File: src/rtl/dmmu_pt_loader_pkg.sv
// dmmu_pt_loader_pkg
//   Shared definitions for the DMMU page-table loader: default widths, the
//   SR addresses of the translation registers and paging control register,
//   the page-disable prefix shared with the DMMU, and the loader FSM states.
//   Optional feature macro: DMMU_PT_LOADER_CSUM_EN (adds the CHECK state).
package dmmu_pt_loader_pkg;

    localparam int unsigned MEM_AW       = 24;
    localparam int unsigned ENTRY_W      = 13;
    localparam logic [15:0] PT_SR_BASE   = 16'h0200;
    localparam logic [15:0] CTRL_SR_ADDR = 16'h0210;

    // Upper SR address byte the DMMU decodes as "page disable"; shared so
    // both blocks agree on the SR map.
    localparam logic [7:0]  PAG_DIS_PREFIX = 8'h10;

    typedef enum logic [2:0] {
        ST_IDLE  = 3'd0,
        ST_REQ   = 3'd1,
        ST_WRITE = 3'd2,
`ifdef DMMU_PT_LOADER_CSUM_EN
        ST_CHECK = 3'd3,
`endif
        ST_DONE  = 3'd4
    } state_t;

endpackage

File: src/rtl/dmmu_sr_mux.sv
// dmmu_sr_mux
//   SR write port multiplexer in front of the DMMU.
//   Idle: core SR writes pass straight through (combinational).
//   Busy: the loader owns the port; core writes are dropped. Dropped writes
//   to any address other than the control register are flagged on o_drop.
//   A core write to the control register while idle is flagged on o_ctrl_we.
// Ports:
//   i_busy                       loader owns the port
//   i_cpu_sr_addr/data/we        core SR write request
//   i_ld_sr_addr/data/we         loader SR write request
//   o_sr_addr/data/we            to DMMU
//   o_drop                       core write discarded (error)
//   o_ctrl_we                    idle core write to CTRL_SR_ADDR
module dmmu_sr_mux #(
    parameter int unsigned     RW           = 16,
    parameter logic [RW-1:0]   CTRL_SR_ADDR = RW'(dmmu_pt_loader_pkg::CTRL_SR_ADDR)
) (
    input  logic          i_busy,
    input  logic [RW-1:0] i_cpu_sr_addr,
    input  logic [RW-1:0] i_cpu_sr_data,
    input  logic          i_cpu_sr_we,
    input  logic [RW-1:0] i_ld_sr_addr,
    input  logic [RW-1:0] i_ld_sr_data,
    input  logic          i_ld_sr_we,
    output logic [RW-1:0] o_sr_addr,
    output logic [RW-1:0] o_sr_data,
    output logic          o_sr_we,
    output logic          o_drop,
    output logic          o_ctrl_we
);

    logic w_is_ctrl;

    assign w_is_ctrl = (i_cpu_sr_addr == CTRL_SR_ADDR);

    assign o_sr_addr = i_busy ? i_ld_sr_addr : i_cpu_sr_addr;
    assign o_sr_data = i_busy ? i_ld_sr_data : i_cpu_sr_data;
    assign o_sr_we   = i_busy ? i_ld_sr_we   : i_cpu_sr_we;

    // A control write while busy is discarded silently: it must not re-enable
    // paging mid-load, and it is not a translation-register conflict.
    assign o_drop    = i_busy && i_cpu_sr_we && !w_is_ctrl;
    assign o_ctrl_we = !i_busy && i_cpu_sr_we && w_is_ctrl;

endmodule

File: src/rtl/dmmu_pt_loader.sv
// dmmu_pt_loader
//   Context-switch sequencer for the data MMU page table. On i_start it
//   fetches ENTRIES words from memory (req/ack), writes each, masked to
//   ENTRY_W bits, to SR PT_SR_BASE+index, then re-enables paging.
//   Optional feature macro: DMMU_PT_LOADER_CSUM_EN -- also fetches word
//   base+ENTRIES and requires it to equal the XOR of all fetched words.
// Ports:
//   i_clk, i_rst                 clock, synchronous active-high reset
//   i_start, i_base, i_abort     load control
//   i_cpu_sr_addr/data/we        core SR write port
//   o_mem_req/addr, i_mem_ack/data   memory read port
//   o_sr_addr/data/we, o_pag_en  to DMMU
//   o_busy, o_done, o_err        status (done/err are one-cycle pulses)
module dmmu_pt_loader #(
    parameter int unsigned   RW           = 16,
    parameter int unsigned   MEM_AW       = dmmu_pt_loader_pkg::MEM_AW,
    parameter int unsigned   ENTRIES      = 16,
    parameter int unsigned   ENTRY_W      = dmmu_pt_loader_pkg::ENTRY_W,
    parameter logic [RW-1:0] PT_SR_BASE   = RW'(dmmu_pt_loader_pkg::PT_SR_BASE),
    parameter logic [RW-1:0] CTRL_SR_ADDR = RW'(dmmu_pt_loader_pkg::CTRL_SR_ADDR)
) (
    input  logic              i_clk,
    input  logic              i_rst,
    input  logic              i_start,
    input  logic [MEM_AW-1:0] i_base,
    input  logic              i_abort,
    input  logic [RW-1:0]     i_cpu_sr_addr,
    input  logic [RW-1:0]     i_cpu_sr_data,
    input  logic              i_cpu_sr_we,
    output logic              o_mem_req,
    output logic [MEM_AW-1:0] o_mem_addr,
    input  logic              i_mem_ack,
    input  logic [RW-1:0]     i_mem_data,
    output logic [RW-1:0]     o_sr_addr,
    output logic [RW-1:0]     o_sr_data,
    output logic              o_sr_we,
    output logic              o_pag_en,
    output logic              o_busy,
    output logic              o_done,
    output logic              o_err
);

    import dmmu_pt_loader_pkg::*;

    localparam int unsigned   IW       = $clog2(ENTRIES);
    localparam logic [IW-1:0] LAST_IDX = IW'(ENTRIES - 1);

    state_t              r_state;
    state_t              w_next;
    logic [IW-1:0]       r_index;
    logic [MEM_AW-1:0]   r_base;
    logic [RW-1:0]       r_entry;
    logic                r_pag_en;
    logic                r_err;
    logic                w_last;
    logic                w_abort;
    logic                w_csum_fail;
    logic                w_ld_we;
    logic [RW-1:0]       w_ld_addr;
    logic                w_drop;
    logic                w_ctrl_we;
`ifdef DMMU_PT_LOADER_CSUM_EN
    logic [RW-1:0]       r_xor;
`else
    logic                w_unused_mem;
    assign w_unused_mem = ^i_mem_data;
`endif

    assign w_last = (r_index == LAST_IDX);

    // Next state. Abort is only honoured in the fetch/write/check states and
    // overrides an ack or a write in the same cycle.
    always_comb begin
        w_next      = r_state;
        w_abort     = 1'b0;
        w_csum_fail = 1'b0;
        case (r_state)
            ST_IDLE: begin
                if (i_start) w_next = ST_REQ;
            end
            ST_REQ: begin
                w_abort = i_abort;
                if (i_abort)        w_next = ST_IDLE;
                else if (i_mem_ack) w_next = ST_WRITE;
            end
            ST_WRITE: begin
                w_abort = i_abort;
                if (i_abort) begin
                    w_next = ST_IDLE;
                end else if (w_last) begin
`ifdef DMMU_PT_LOADER_CSUM_EN
                    w_next = ST_CHECK;
`else
                    w_next = ST_DONE;
`endif
                end else begin
                    w_next = ST_REQ;
                end
            end
`ifdef DMMU_PT_LOADER_CSUM_EN
            ST_CHECK: begin
                w_abort = i_abort;
                if (i_abort) begin
                    w_next = ST_IDLE;
                end else if (i_mem_ack) begin
                    if (i_mem_data == r_xor) begin
                        w_next = ST_DONE;
                    end else begin
                        w_next      = ST_IDLE;
                        w_csum_fail = 1'b1;
                    end
                end
            end
`endif
            ST_DONE: w_next = ST_IDLE;
            default: w_next = ST_IDLE;
        endcase
    end

    always_ff @(posedge i_clk) begin
        if (i_rst) r_state <= ST_IDLE;
        else       r_state <= w_next;
    end

    // Memory read port: address held from state registers, so it is stable
    // for the whole wait.
    always_comb begin
        o_mem_req  = 1'b0;
        o_mem_addr = '0;
        case (r_state)
            ST_REQ: begin
                o_mem_req  = 1'b1;
                o_mem_addr = r_base + MEM_AW'(r_index);
            end
`ifdef DMMU_PT_LOADER_CSUM_EN
            ST_CHECK: begin
                o_mem_req  = 1'b1;
                o_mem_addr = r_base + MEM_AW'(ENTRIES);
            end
`endif
            default: ;
        endcase
    end

    always_ff @(posedge i_clk) begin
        if (i_rst) begin
            r_index  <= '0;
            r_base   <= '0;
            r_entry  <= '0;
            r_pag_en <= 1'b0;
            r_err    <= 1'b0;
`ifdef DMMU_PT_LOADER_CSUM_EN
            r_xor    <= '0;
`endif
        end else begin
            r_err <= w_drop || w_abort || w_csum_fail;
            case (r_state)
                ST_IDLE: begin
                    // Start beats a same-cycle control write: paging stays off.
                    if (i_start) begin
                        r_base   <= i_base;
                        r_index  <= '0;
                        r_pag_en <= 1'b0;
`ifdef DMMU_PT_LOADER_CSUM_EN
                        r_xor    <= '0;
`endif
                    end else if (w_ctrl_we) begin
                        r_pag_en <= i_cpu_sr_data[0];
                    end
                end
                ST_REQ: begin
                    if (i_mem_ack && !i_abort) begin
                        r_entry <= RW'(i_mem_data[ENTRY_W-1:0]);
`ifdef DMMU_PT_LOADER_CSUM_EN
                        r_xor   <= r_xor ^ i_mem_data;
`endif
                    end
                end
                ST_WRITE: begin
                    if (!i_abort && !w_last) r_index <= r_index + IW'(1);
                end
                ST_DONE: r_pag_en <= 1'b1;
                default: ;
            endcase
        end
    end

    assign w_ld_we   = (r_state == ST_WRITE) && !i_abort;
    assign w_ld_addr = PT_SR_BASE + RW'(r_index);

    dmmu_sr_mux #(
        .RW           (RW),
        .CTRL_SR_ADDR (CTRL_SR_ADDR)
    ) u_sr_mux (
        .i_busy        (o_busy),
        .i_cpu_sr_addr (i_cpu_sr_addr),
        .i_cpu_sr_data (i_cpu_sr_data),
        .i_cpu_sr_we   (i_cpu_sr_we),
        .i_ld_sr_addr  (w_ld_addr),
        .i_ld_sr_data  (r_entry),
        .i_ld_sr_we    (w_ld_we),
        .o_sr_addr     (o_sr_addr),
        .o_sr_data     (o_sr_data),
        .o_sr_we       (o_sr_we),
        .o_drop        (w_drop),
        .o_ctrl_we     (w_ctrl_we)
    );

    assign o_busy   = (r_state != ST_IDLE);
    assign o_done   = (r_state == ST_DONE);
    assign o_err    = r_err;
    assign o_pag_en = r_pag_en;

endmodule

File: config.mk
export PLATFORM = sky130hd
export DESIGN_NAME = dmmu_pt_loader
export DESIGN_NICKNAME = d
export VERILOG_FILES = /design/src/rtl/dmmu_pt_loader_pkg.sv /design/src/rtl/dmmu_sr_mux.sv /design/src/rtl/dmmu_pt_loader.sv
export SDC_FILE = /design/constraint.sdc
export NUM_CORES = 1
export LEC_CHECK = 0
export CORE_MARGIN = 2
export CORE_UTILIZATION = 38
export CTS_CLUSTER_DIAMETER = 30
export DETAILED_ROUTE_END_ITERATION = 6
export PLACE_DENSITY_LB_ADDON = 0.08
export SYNTH_ARGS = -nofsm -noshare
export SYNTH_HDL_FRONTEND = slang
export SYNTH_HIERARCHICAL = 1
export SYNTH_SLANG_ARGS = --single-unit
File: constraint.sdc
create_clock -name i_clk -period 2.03 [get_ports i_clk]
set_input_delay 0.406 -clock i_clk [delete_from_list [all_inputs] [get_ports i_clk]]
set_output_delay 0.406 -clock i_clk [all_outputs]
set_load 0.01 [all_outputs]
# ---- After elaboration in Yosys (flattened, before gate mapping)
# Index checks and enable logic that the tools add are counted.
dict set report word_totals {
  register_bits 46
  wordCells 58
  input_bits 78
  output_inout_bits 62
}
dict set report classes {
  eq_ne 9
  n_mux 18
  n_reduce_logical 22
  add_sub_neg 3
}
# op count
set op_table {}
lappend op_table {{$mux 16} 2}
lappend op_table {{$add 24x4->24} 1}
lappend op_table {{$mux 24} 1}
lappend op_table {{$eq 16x10->1 const B} 1}
lappend op_table {{$mux 3} 5}
lappend op_table {{$add 10x4->11 const A} 1}
lappend op_table {{$pmux 3 s3} 1}
lappend op_table {{$mux 4} 2}
lappend op_table {{$pmux 4 s2} 1}
lappend op_table {{$reduce_and 2->1} 4}
lappend op_table {{$logic_and 1x1->1} 7}
lappend op_table {{$mux 1} 5}
lappend op_table {{$add 4x1->4 const B} 1}
lappend op_table {{$eq 4x4->1 const B} 1}
lappend op_table {{$logic_not 1->1} 4}
lappend op_table {{$ne 2x2->1 const B} 2}
lappend op_table {{$reduce_bool 2->1} 2}
lappend op_table {{$eq 3x1->1 const B} 1}
lappend op_table {{$eq 3x2->1 const B} 1}
lappend op_table {{$eq 3x3->1 const B} 1}
lappend op_table {{$logic_not 3->1} 1}
lappend op_table {{$ne 3x2->1 const B} 1}
lappend op_table {{$ne 3x3->1 const B} 1}
lappend op_table {{$reduce_and 3->1} 1}
lappend op_table {{other kinds (4)} 4}

# ---- Depth between registers and ports, before layout
# Gate-level depths: netlist of run 1.
dict set report logic_depth {
  depth_word 7
  mapped_depth 9
  ltp_nobuf 8
}

# ---- Modules after synthesis
# The synthesis of run 1 kept the hierarchy.
# module area_each_um2 instances cells_each seq_area_each_um2
set modules_own_cells {}
lappend modules_own_cells {dmmu_pt_loader 2383.5 1 321 920.9}
lappend modules_own_cells {dmmu_sr_mux 595.6 1 46 0.0}

# ---- Least setup slack after synthesis of run 1
# No wires, ideal clock.
dict set report synth_path {
  path_type {register to output}
  from {register r_index[0]}
  to {output port o_mem_addr[18]}
  stages_incl_launch_ff 9
  arrival_ns 1.886
  path_buffers 0
  path_slack_ns -0.262
  required_ns 1.624
  path_cell_list {dfxtp_1 -> ha_1 -> inv_1 -> fa_1 -> nor2b_1 -> o21ai_0 -> a211oi_1 -> xnor2_1 -> nor2_1}
}
dict set report synth_via {
  elab_chain_cells 2
}
# item line_no
set synth_rtl {}
lappend synth_rtl {{from (decl)} dmmu_pt_loader.sv:50} ;# logic [IW-1:0] r_index;
lappend synth_rtl {{from (signal assigned)} dmmu_pt_loader.sv:180} ;# if (!i_abort && !w_last) r_index <= r_index + IW'(1);
lappend synth_rtl {{$add 24x4->24} dmmu_pt_loader.sv:133} ;# o_mem_addr = r_base + MEM_AW'(r_index);
lappend synth_rtl {{$mux 24} dmmu_pt_loader.sv:130} ;# case (r_state)
lappend synth_rtl {{to (decl)} dmmu_pt_loader.sv:31} ;# output logic [MEM_AW-1:0] o_mem_addr,
# Every way passes these cells.

# ---- Worst setup path after layout of run 1
dict set report layout_path {
  from {register r_base[0]}
  to {output port o_mem_addr[6]}
}
dict set report layout_via {
  elab_chain_cells 2
}
# item line_no
set layout_rtl {}
lappend layout_rtl {{from (decl)} dmmu_pt_loader.sv:51} ;# logic [MEM_AW-1:0] r_base;
lappend layout_rtl {{from (signal assigned)} dmmu_pt_loader.sv:161} ;# r_base <= i_base;
lappend layout_rtl {{$add 24x4->24} dmmu_pt_loader.sv:133}
lappend layout_rtl {{$mux 24} dmmu_pt_loader.sv:130}
# Every way passes these cells.

==> results of run 1 <==
[registers in the layout, indices dropped and copies added (netlist names)]
register,cells
r_base,24
r_index,4
r_entry,13
o_err,1
o_pag_en,1
r_state,3
[cells in the mapped netlist (3+ instances only)]
cell type and n:
xor2_1 15, and3_1 6, inv_1 7, o211ai_1 3, nor3_1 5, ha_1 5
nand3_1 7, mux2_4 28, and4_1 3, buf_6 5, nor2_1 32, and2_1 3
nand4_1 6, o21ai_0 4, nor2b_1 3, mux2_2 4, nand2_1 88, a21oi_1 45
xnor2_1 4, clkbuf_1 13, dfxtp_1 46, or3b_1 3, a211oi_1 3
[critical path: stages, from the launching register on]
cell and delay [ns]:
dfxtp_2 0.36, ha_4 0.14, inv_2 0.03, fa_2 0.36, nor2b_4 0.18, o21a_4 0.20
o211ai_1 0.10, xor2_1 0.15, nor2_1 0.12, buf_2 0.15
[logic make-up after synthesis]
kind of cell               Yosys count  synth area share, %
and+or+nand+nor                    169                 27.0
AOI/OAI and AO/OA                   63                 11.8
DFF                                 46                 30.9
xor gates and xnor gates            19                 5.59
other                                2                0.252
muxes                               33                 16.0
buffers and inverters               29                 5.75
adders and majority gates            6                 2.77
[metrics by stage]
step / total power [mW] / instance area, sq um / hold slack (ns) / TNS (ns) / worst slack, ns
6_report: 2.42 / 5400 / 0.459 / -9.76 / -0.469
5_1_grt: 2.53 / 5400 / 0.480 / -14.45 / -0.603
4_1_cts: 2.38 / 5190 / 0.458 / -10.53 / -0.493
3_5_place_dp: 1.70 / 4840 / 0.447 / -14.99 / -0.612
3_3_place_gp: 1.69 / 4840 / 0.441 / -13.83 / -0.594
2_1_floorplan: 1.31 / 3070 / 0.433 / -0.195 / -0.0521
[routing by layer]
metal / GRT usage (%) / share of wire, % / vias to the layer above
li1: - / - / 1667
met1: 28.9 / 44 / 1584
met2: 40.5 / 50 / 93
met3: 3.25 / 4.6 / 10
met4: 4.60 / 1.2 / 0
met5: 0 / 0 / -
[power groups by stage]
| stage | registers, mW | logic, mW | clock network [mW] |
|---|---|---|---|
| final | 0.963 | 0.853 | 0.600 |
| after global placement | 0.980 | 0.714 | 0 |
| after detailed placement | 0.981 | 0.723 | 0 |
| after CTS | 0.961 | 0.811 | 0.613 |
| after floorplan | 0.988 | 0.321 | 0 |
| after global routing | 0.968 | 0.910 | 0.650 |
[worst paths after layout]
path                             from                        to  cells after the start
max            r_base[0]$_SDFFE_PP0P_             o_mem_addr[6]                      9
min          r_entry[12]$_SDFFE_PP0P_  r_entry[12]$_SDFFE_PP0P_                      2
max reg2reg   r_state[2]$_SDFFE_PP0P_   r_index[1]$_SDFFE_PP0P_                      8
min reg2reg  r_entry[12]$_SDFFE_PP0P_  r_entry[12]$_SDFFE_PP0P_                      2
[layout make-up]
type	count	area, sq um
multi-input combinational	305	2170
sequential	46	932
inverter	7	28.8
timing repair buffer	215	2050
tap	102	128
clock inverter	2	12.5
clock buffer	6	82.6
fill	626	2250
[timing repair]
action / CTS / global route
pin swaps: 37 / 34
cloned: 3 / 1
resized for setup: 297 / 43
hold buffers: 0 / 0
buffers inserted: 17 / 9
endpoints found under the hold margin: 0 / 0
endpoints found under the setup margin: 59 / 60
==> impl_metrics.toml, run 1 <==
[outcome]
status = "complete, but fails checks"
violations = "setup timing"

[synth]
yosysSeqAreaShare_pct = 30.9
yosys-top-cells-area = "dfxtp_1, mux2_4, nand2_1"
synth_cell_type_count = 46
synthCells = 367
ys_ff_latch = 46
ys_async_sr_fraction_pct = 0
postSynthAreaPerCell_sq_um = 8.12
synth_top_cell_area_share_pct = 30.9
synth-edff-count = 0
synth_top_flop_cell = "dfxtp_1"
yosysWarnings = 6
synth.cell_area_sq_mm = 0.00298
synth.largest_area_cell = "dfxtp_1"

[power]
seq_power_share_pct = 39.9
intPower_mw = 1.74
p_sw_uw = 681
cellLeakagePower_nw = 2.26
irDropWorstVdd_mv = 0.284
p_clk_share_pct = 24.8
p_comb_share_pct = 35.3
swShare_pct = 28.2
power_density_mw_per_mm2 = 448

[clock_network]
h-tree-depth = 2
clk_pin_slew_ns = 0.10
cts_tree = "yes"
clk_latency_ns = 0.30
cts.sinks = 46
cts_buffers = 5
cts_root_buffer = "clkbuf_8"
cts_buffer_depth = 2

[timing]
final-setup-viol-count = 45
finalHoldViolations = 0
slew_viol_final = 0
fin_skew_ns = 0.0123
max_freq_mhz = 400
fin_crit_ns = 2.50
tightest_slew_ns = 0.500
max-slew-margin-rel_pct = 66.6
rsz0062_at_grt = "true"
period_share_pct = 123
setup_ws_ns = -0.469

[floorplan]
die-area_sq_mm = 0.00856
dieHeight_microns = 92.5
core_area_sq_mm = 0.00765
ios = 140
initial_core_util_pct = 39.0
rows = 32
die_w_microns = 92.5

[layout]
fin_util_pct = 70.6
antenna_cells = 0
drive_gt1_share_pct = 39.2
layout_common_cells = "nand2_1, clkdlybuf4s50_1, buf_6, buf_4, a21oi_1"
layout_commonest_cell = "nand2_1"
layout.nets = 664
final_cells = 683
area_growth_pct = 81.2

[critical_path]
end_kind = "output pin"
worstSetupPathType = "register to output pin"
cp-start-kind = "register"
reg2reg_slack_ns = 0.01
required_ns = 1.62
crit_fanout = 6
critPathArrivalTime_ns = 2.09

[global_routing]
grt_pass1_vias = 3270
grt_usage_pct = 22.6
grt_pass1_wl_microns = 15600
grt_max_degree = 25
grt-ovfl-total = 0
antenna_found_initial = 0

[hold_path]
min_path_type = "register to register"

[placed_design]
place_congestion = 0.822
place_inst = 650
port_buffers = 136
dpl.hpwl_microns = 6640

[run]
drv_cap = 0

[route]
vias_per_cell = 4.91
wire_per_inst_microns = 14.7
wl_microns = 10000
drc_errors = 0
firstDrtPassIters = 4
drt_iter0_markers = 141
drtAntennaViolNets = 0
num_vias = 3354
(Power assumes the default switching activity.)
==> run 2, diff against run 1 <==
--- a/config.mk
+++ b/config.mk
@@ -7,7 +7,6 @@
 export LEC_CHECK = 0
 export CORE_MARGIN = 2
 export CORE_UTILIZATION = 38
-export CTS_CLUSTER_DIAMETER = 30
 export DETAILED_ROUTE_END_ITERATION = 6
 export PLACE_DENSITY_LB_ADDON = 0.08
 export SYNTH_ARGS = -nofsm -noshare
==> results of run 2 <==
Same layout as run 1: the final DEF is identical, and so are final timing and power.
